## config.mk

```make
export PLATFORM = sky130hd
export DESIGN_NAME = wrr_pkt_sched_flat
export DESIGN_NICKNAME = d
export VERILOG_FILES = /design/src/rtl/wrr_pkt_sched_if.sv /design/src/rtl/wrr_pkt_sched.sv /design/src/flat_wrapper.sv
export SDC_FILE = /design/constraint.sdc
export NUM_CORES = 1
export LEC_CHECK = 0
export ABC_AREA = 1
export BUFFER_PORTS_ARGS = -buffer_cell sky130_fd_sc_hd__buf_2
export CORE_ASPECT_RATIO = 2
export CORE_UTILIZATION = 40
export CTS_BUF_LIST = sky130_fd_sc_hd__clkbuf_8
export DETAILED_ROUTE_END_ITERATION = 10
export HOLD_SLACK_MARGIN = 0.1
export SLEW_MARGIN = 25
export SYNTH_ARGS = -nofsm -noshare
export SYNTH_HDL_FRONTEND = slang
export SYNTH_SLANG_ARGS = --single-unit
```

## constraint.sdc

```tcl
create_clock -name clk -period 5 [get_ports clk]
set_input_delay 1 -clock clk [delete_from_list [all_inputs] [get_ports clk]]
set_output_delay 1 -clock clk [all_outputs]
set_load 0.02 [all_outputs]
```

## src/rtl/wrr_pkt_sched_if.sv

```systemverilog
// Handshake bundle between the queue array, the downstream port and the WRR scheduler.
// The master side drives the queue status and weights. The slave side is the scheduler.
interface wrr_pkt_sched_if #(
  parameter int NQ = 3,
  parameter int WW = 4
);
  logic [NQ-1:0]    q_rdy;
  logic             pkt_last;
  logic             dq_ready;
  logic [NQ*WW-1:0] weight;
  logic [NQ-1:0]    sel;
  logic             fire;
  logic             turn_done;
  logic             busy;

  modport master (
    output q_rdy, pkt_last, dq_ready, weight,
    input  sel, fire, turn_done, busy
  );

  modport slave (
    input  q_rdy, pkt_last, dq_ready, weight,
    output sel, fire, turn_done, busy
  );
endinterface

```

## src/rtl/wrr_pkt_sched.sv

```systemverilog
// Weighted round-robin packet scheduler: grants one queue per turn, for up to weight[q] whole packets,
// and drives a registered one-hot select for the downstream datapath mux.
module wrr_pkt_sched #(
  parameter int NQ = 3,
  parameter int WW = 4
) (
  input  logic             clk,
  input  logic             rst_n,
  wrr_pkt_sched_if.slave   bus
);

  localparam int PW = (NQ > 1) ? $clog2(NQ) : 1;

  typedef enum logic {IDLE, XFER} state_t;

  state_t        state, state_nx;
  logic [NQ-1:0] sel_q, sel_nx;
  logic [PW-1:0] ptr, ptr_nx;
  logic [PW-1:0] cur, cur_nx;
  logic [WW-1:0] credit, credit_nx;
  logic          at_bnd, at_bnd_nx;
  logic          turn_done_q;
  logic          release_c;
  logic          fire_c;
  logic [PW:0]   pick_r;
  logic [PW-1:0] win;
  logic [WW-1:0] win_w;

  // First ready queue at or after p, wrapping modulo NQ; MSB flags a hit.
  function automatic logic [PW:0] pick(input logic [NQ-1:0] req, input logic [PW-1:0] p);
    logic [PW:0] r;
    int          idx;
    r = '0;
    for (int i = NQ - 1; i >= 0; i--) begin
      idx = (int'(p) + i) % NQ;
      if (req[idx]) r = {1'b1, PW'(idx)};
    end
    return r;
  endfunction

  function automatic logic [PW-1:0] next_idx(input logic [PW-1:0] i);
    return PW'((int'(i) + 1) % NQ);
  endfunction

  assign fire_c = (|(sel_q & bus.q_rdy)) && bus.dq_ready;
  assign pick_r = pick(bus.q_rdy, ptr);
  assign win    = pick_r[PW-1:0];
  assign win_w  = bus.weight[win*WW +: WW];

  always_comb begin
    state_nx  = state;
    sel_nx    = sel_q;
    ptr_nx    = ptr;
    cur_nx    = cur;
    credit_nx = credit;
    at_bnd_nx = at_bnd;
    release_c = 1'b0;
    case (state)
      IDLE: begin
        if (pick_r[PW]) begin
          state_nx  = XFER;
          sel_nx    = NQ'(1) << win;
          cur_nx    = win;
          credit_nx = (win_w == '0) ? WW'(1) : win_w;
          at_bnd_nx = 1'b1;
        end
      end
      XFER: begin
        if (fire_c) begin
          if (bus.pkt_last) begin
            at_bnd_nx = 1'b1;
            if (credit > WW'(1)) credit_nx = credit - 1'b1;
            else                 release_c = 1'b1;
          end else begin
            at_bnd_nx = 1'b0;
          end
        end else if (at_bnd && !bus.q_rdy[cur]) begin
          // Queue ran dry between packets: give the port away early.
          release_c = 1'b1;
        end
        if (release_c) begin
          sel_nx   = '0;
          state_nx = IDLE;
          ptr_nx   = next_idx(cur);
        end
      end
      default: state_nx = IDLE;
    endcase
  end

  always_ff @(posedge clk or negedge rst_n) begin
    if (!rst_n) begin
      state       <= IDLE;
      sel_q       <= '0;
      ptr         <= '0;
      cur         <= '0;
      credit      <= '0;
      at_bnd      <= 1'b1;
      turn_done_q <= 1'b0;
    end else begin
      state       <= state_nx;
      sel_q       <= sel_nx;
      ptr         <= ptr_nx;
      cur         <= cur_nx;
      credit      <= credit_nx;
      at_bnd      <= at_bnd_nx;
      turn_done_q <= release_c;
    end
  end

  assign bus.sel       = sel_q;
  assign bus.fire      = fire_c;
  assign bus.turn_done = turn_done_q;
  assign bus.busy      = (state == XFER);

endmodule
```

## src/flat_wrapper.sv

```systemverilog
// flat-port wrapper written by rule: the top's interface ports become plain ports
module wrr_pkt_sched_flat 
#(
  parameter int NQ = 3,
  parameter int WW = 4
)
  (clk, rst_n, bus_q_rdy, bus_pkt_last, bus_dq_ready, bus_weight, bus_sel, bus_fire, bus_turn_done, bus_busy);
  wrr_pkt_sched_if #(.NQ(NQ), .WW(WW)) bus_i ();
  input  logic clk;
  input  logic rst_n;
  input wire logic [$bits(bus_i.q_rdy)-1:0] bus_q_rdy;
  input wire logic [$bits(bus_i.pkt_last)-1:0] bus_pkt_last;
  input wire logic [$bits(bus_i.dq_ready)-1:0] bus_dq_ready;
  input wire logic [$bits(bus_i.weight)-1:0] bus_weight;
  output wire logic [$bits(bus_i.sel)-1:0] bus_sel;
  output wire logic [$bits(bus_i.fire)-1:0] bus_fire;
  output wire logic [$bits(bus_i.turn_done)-1:0] bus_turn_done;
  output wire logic [$bits(bus_i.busy)-1:0] bus_busy;
  assign bus_i.q_rdy = bus_q_rdy;
  assign bus_i.pkt_last = bus_pkt_last;
  assign bus_i.dq_ready = bus_dq_ready;
  assign bus_i.weight = bus_weight;
  assign bus_sel = bus_i.sel;
  assign bus_fire = bus_i.fire;
  assign bus_turn_done = bus_i.turn_done;
  assign bus_busy = bus_i.busy;
  wrr_pkt_sched #(.NQ(NQ), .WW(WW)) u_core (.clk(clk), .rst_n(rst_n), .bus(bus_i));
endmodule
```

### Word level (Yosys, flattened, before mapping)

Index checks and enable logic that the tools add are counted.

* output and inout bits: 6
* register bits after elaboration: 14
* logic and storage cells: 75

* $lt $le $gt $ge: 5
* mux-type cells: 36
* bitwise logic cells: 2
* add/subtract/negate cells: 4
* div/mod/pow operators: 4
* shifts and indexed selects: 2
* reduce and logical (&&, ||, !) cells: 10
* equal/unequal tests: 5

Operators by type and width (number)
* $lt A32 B4 Y1 const B: 3
* $mod A32 B3 Y32 const B: 3
* $mod A3 B3 Y32 const B: 1
* $mux W4: 5
* $mux W1: 18
* $mux W3: 5
* $shiftx A12 B5 Y4: 1
* $bmux W1 S2: 4
* $ne A2 B2 Y1 const B: 4
* $pmux W4 S2: 1
* $reduce_and A2 Y1: 4
* $add A2 B1 Y3 const B: 2
* $pmux W3 S2: 1
* $gt A4 B1 Y1 const B: 1
* $logic_not A4 Y1: 1
* $pmux W1 S2: 2
* $reduce_and A4 Y1: 1
* $sub A4 B1 Y4 const B: 1
* $add A2 B2 Y3 const B: 1
* $and A3 B3 Y3: 1
* $lt A2 B3 Y1 const B: 1
* $reduce_or A3 Y1: 1
* $shl A1 B2 Y3 const A: 1
* $logic_and A1 B1 Y1: 2
* 3 further kinds: 3

### Logic depth before layout (Yosys ltp)

* depth after elaboration: 13
* mapped depth: 16

### Worst setup path after synthesis

No wires, ideal clock.

* kind: input to output
* start: in bus_q_rdy[1]
* end: out bus_fire
* slack: 2.672 ns
* data required time: 4.000 ns
* stages: 4
* buffers on the path: 0
* arrival time: 1.328 ns
* cell sequence: nand2_1 > nand3_1 > nand2_1 > inv_1

* longest elaborated chain between the ends: 3

RTL lines
* from (decl): RTL line flat_wrapper.sv:11 `input wire logic [$bits(bus_i.q_rdy)-1:0] bus_q_rdy;`
* $and A3 B3 Y3: RTL line wrr_pkt_sched.sv:45 `assign fire_c = (|(sel_q & bus.q_rdy)) && bus.dq_ready;`
* $reduce_or A3 Y1: RTL line wrr_pkt_sched.sv:45
* $logic_and A1 B1 Y1: RTL line wrr_pkt_sched.sv:45
* to (decl): RTL line flat_wrapper.sv:16 `output wire logic [$bits(bus_i.fire)-1:0] bus_fire;`

Every way passes these cells.

### Worst setup path in the final report

* start: in bus_q_rdy[2]
* end: out bus_fire

Same word-level chain as after synthesis.

==> results.sh <==
export IMPL_area_growth_pct=17.3
export IMPL_cap_viol_max_count=0
export IMPL_crit_path_start_kind="primary input"
export IMPL_cts_resized=0
export IMPL_pwr_share_clk_pct=10.9
export IMPL_combPwrFrac_pct=67.5
export IMPL_ys_warn_count=0
export IMPL_cellInternalPower_mw=0.478
export IMPL_multi_input_area_um2=691
export IMPL_die_w_um=40.1
export IMPL_clockRootBuffer="clkbuf_8"
export IMPL_sw_frac_of_total_pct=52.4
export IMPL_period_share_pct=52.5
export IMPL_dp_hpwl_um=2240
export IMPL_register_area_um2=352
export IMPL_min_period_ns=2.63
export IMPL_drive_above_1_share_pct=33.7
export IMPL_grt_max_degree=15
export IMPL_drt_initial_drc_count=13
export IMPL_num_antenna_cells=0
export IMPL_cp_arrival_ns=1.63
export IMPL_hp_start="u_core.credit[1]"
export IMPL_leakage_nw=0.731
export IMPL_synth_area_leaders="dfrtp_1 (28%), nand2_1 (13%), nand3_1 (6.9%), inv_1 (6.8%), ha_1 (6.5%)"
export IMPL_drcViolationCount=0
export IMPL_coreArea_um2=2740
export IMPL_reg2reg_from="u_core.ptr[0]"
export IMPL_r2r_setup_slack_ns=3.04
export IMPL_initial_core_util_pct=42.3
export IMPL_path_clk_slew_ns=0.06
export IMPL_cp_max_fo=5
export IMPL_rsz0062_at_grt="no"
export IMPL_ys_ff_latch=14
export IMPL_p_total_mw=1.00
export IMPL_drtPass1Iterations=4
export IMPL_drt_wl_total_um=2610
export IMPL_numCtsBuffers=3
export IMPL_synth_common_cells="nand2_1 (39), inv_1 (21), nand3_1 (16)"
export IMPL_finClkSkew_ns=0.00125
export IMPL_stdcell_count=213
export IMPL_port_buffers=24
export IMPL_synthCells=157
export IMPL_cts_max_path_buffers=2
export IMPL_setup_violations_final=0
export IMPL_worstHoldPathType="reg2reg"
export IMPL_setup_tns_ns=0
export IMPL_hold_violations=0
export IMPL_die_height_um=78.1
export IMPL_critPathBufInv=3
export IMPL_ctsHtreeMaxLevel=1
export IMPL_netlist_area_um2=1160
export IMPL_row_count=27
export IMPL_synth_top_cell_by_area="dfrtp_1"
export IMPL_antenna_found_initial=0
export IMPL_synth_area_per_cell_um2=7.38
export IMPL_worst_setup_path_type="in2out"
export IMPL_fill_cells=291
export IMPL_cp_end_kind="output pin"
export IMPL_cts_hold_buf=0
export IMPL_fmax_mhz=381
export IMPL_grt_pass1_wl_um=4170
export IMPL_seqPwrFrac_pct=21.6
export IMPL_min_path_cells=2
export IMPL_grt_total_usage_pct=19.5
export IMPL_yosys_cell_types_count=27
export IMPL_crit_family="buffers and inverters"
export IMPL_hold_end="u_core.credit[1]"
export IMPL_r2r_cells=12
export IMPL_via_per_inst=4.88
export IMPL_cp_slowest_cell="buf_2"
export IMPL_wl_per_cell_um=12.2
export IMPL_postRouteAntennaNets=0
export IMPL_vias=1039
export IMPL_slew_headroom_pct=71.4
export IMPL_worstMarginPinSlew_ns=0.429
export IMPL_cts_tree="yes"
export IMPL_switchingPower_mw=0.526
export IMPL_syn_nets=182
export IMPL_synth_ff_type="dfrtp_1"
export IMPL_crit_chain="buf_2, nand2_1, nand3_1, nand2_1, inv_1, buf_2"
export IMPL_cp_required_ns=4.00
export IMPL_cts_setup_buffers=0
export IMPL_ys_seq_area_share_pct=30.3
export IMPL_drv_slew=0
export IMPL_cpPeakStageDelay_ns=0.17
export IMPL_synthArstFlopShare_pct=100
export IMPL_io_pin_count=25
export IMPL_synth_top_cell_area_share_pct=28.1
export IMPL_finish_utilization_pct=49.7
export IMPL_dieArea_um2=3130
export IMPL_nets=210
export IMPL_gp_routability_congestion=0.773
export IMPL_status="complete, no violations"
export IMPL_rr_endpoint="u_core.credit[0]"
export IMPL_synth_edf_count=0
export IMPL_irDropWorstVdd_mv=0.323
export IMPL_grt_overflow=0
export IMPL_power_density_nw_per_um2=739
export IMPL_grt_pass1_vias=1033
export IMPL_cts_num_sinks=14
export IMPL_clkLatencyLatePin_ns=0.25
export IMPL_yosysMostFrequentCell="nand2_1"
export IMPL_dp_cells=209
==> power groups by stage <==
stage | sequential [mW] | clock (mW) | combinational (mW)
after floorplan | 0.220 | 0 | 0.544
after global placement | 0.218 | 0 | 0.674
after detailed placement | 0.220 | 0 | 0.687
after CTS | 0.218 | 0.113 | 0.690
after global routing | 0.225 | 0.117 | 0.764
final | 0.217 | 0.109 | 0.678
==> flip-flops by register name, indices dropped and copies added, names as in the netlist <==
name	flops
u_core.credit	4
u_core.bus.turn_done	1
u_core.cur	2
u_core.bus.busy	1
u_core.bus.sel	3
u_core.ptr	2
u_core.at_bnd	1
==> cell usage in the layout, fill, tap and decap left out, drive strengths merged, types with 3 or more instances in the layout <==
cell	netlist	routed
nand2	51	51
inv	28	28
buf	1	24
nand3	17	17
dfrtp	13	13
nor2	13	13
o21ai	12	12
ha	6	6
a21oi	5	5
clkbuf	0	4
o211ai	3	3
==> worst register-to-register path: cells and delay by family, from the launching register on <==
family                   cells  cell delay (ns)
flip-flops                   1             0.35
buffers and inverters        1             0.07
AO/OA/AOI/OAI                1             0.30
adder cells (fa/ha/maj)      1             0.38
AND/OR/NAND/NOR              9             0.77
==> logic make-up after synthesis <==
family                     share of synthesized area (%)
AOI/OAI and AO/OA                                   15.0
xor gates and xnor gates                            1.51
adders and majority gates                           6.48
buffers and inverters                               10.0
DFF                                                 30.3
and+or+nand+nor                                     36.6
==> metrics by stage <==
stage	setup WS (ns)	hold slack [ns]	cell area, um^2
finish	2.37	0.485	1360
global route	2.34	0.523	1360
CTS	2.40	0.490	1360
detailed placement	2.40	0.475	1300
global placement	2.42	0.472	1300
floorplan	2.67	0.449	1160
==> cell type report <==
cell class / count / share of cell area, %
clock buffer: 4 / 4.05
inverter: 28 / 7.73
multi-input combinational: 114 / 50.8
sequential: 14 / 25.9
tap: 29 / 2.67
timing repair buffer: 24 / 8.84
==> how the worst max path moves through the flow <==
stage | end | startpoint | slack (ns) | cells after the start
2_1_floorplan | bus_fire | bus_q_rdy[1] | 2.67 | 4
3_3_place_gp | bus_fire | bus_q_rdy[2] | 2.42 | 6
3_5_place_dp | bus_fire | bus_q_rdy[2] | 2.40 | 6
4_1_cts | bus_fire | bus_q_rdy[2] | 2.40 | 6
5_1_grt | bus_fire | bus_q_rdy[2] | 2.34 | 6
6_report | bus_fire | bus_q_rdy[2] | 2.37 | 6
==> metal layers <==
metal	share of wire [%]	vias to the layer above	track usage, %
li1	-	548	-
met1	36	470	17.0
met2	60	16	37.9
met3	1.5	5	1.69
met4	2.0	0	9.31
met5	0	-	0
Power figures use the tool's default switching activity.
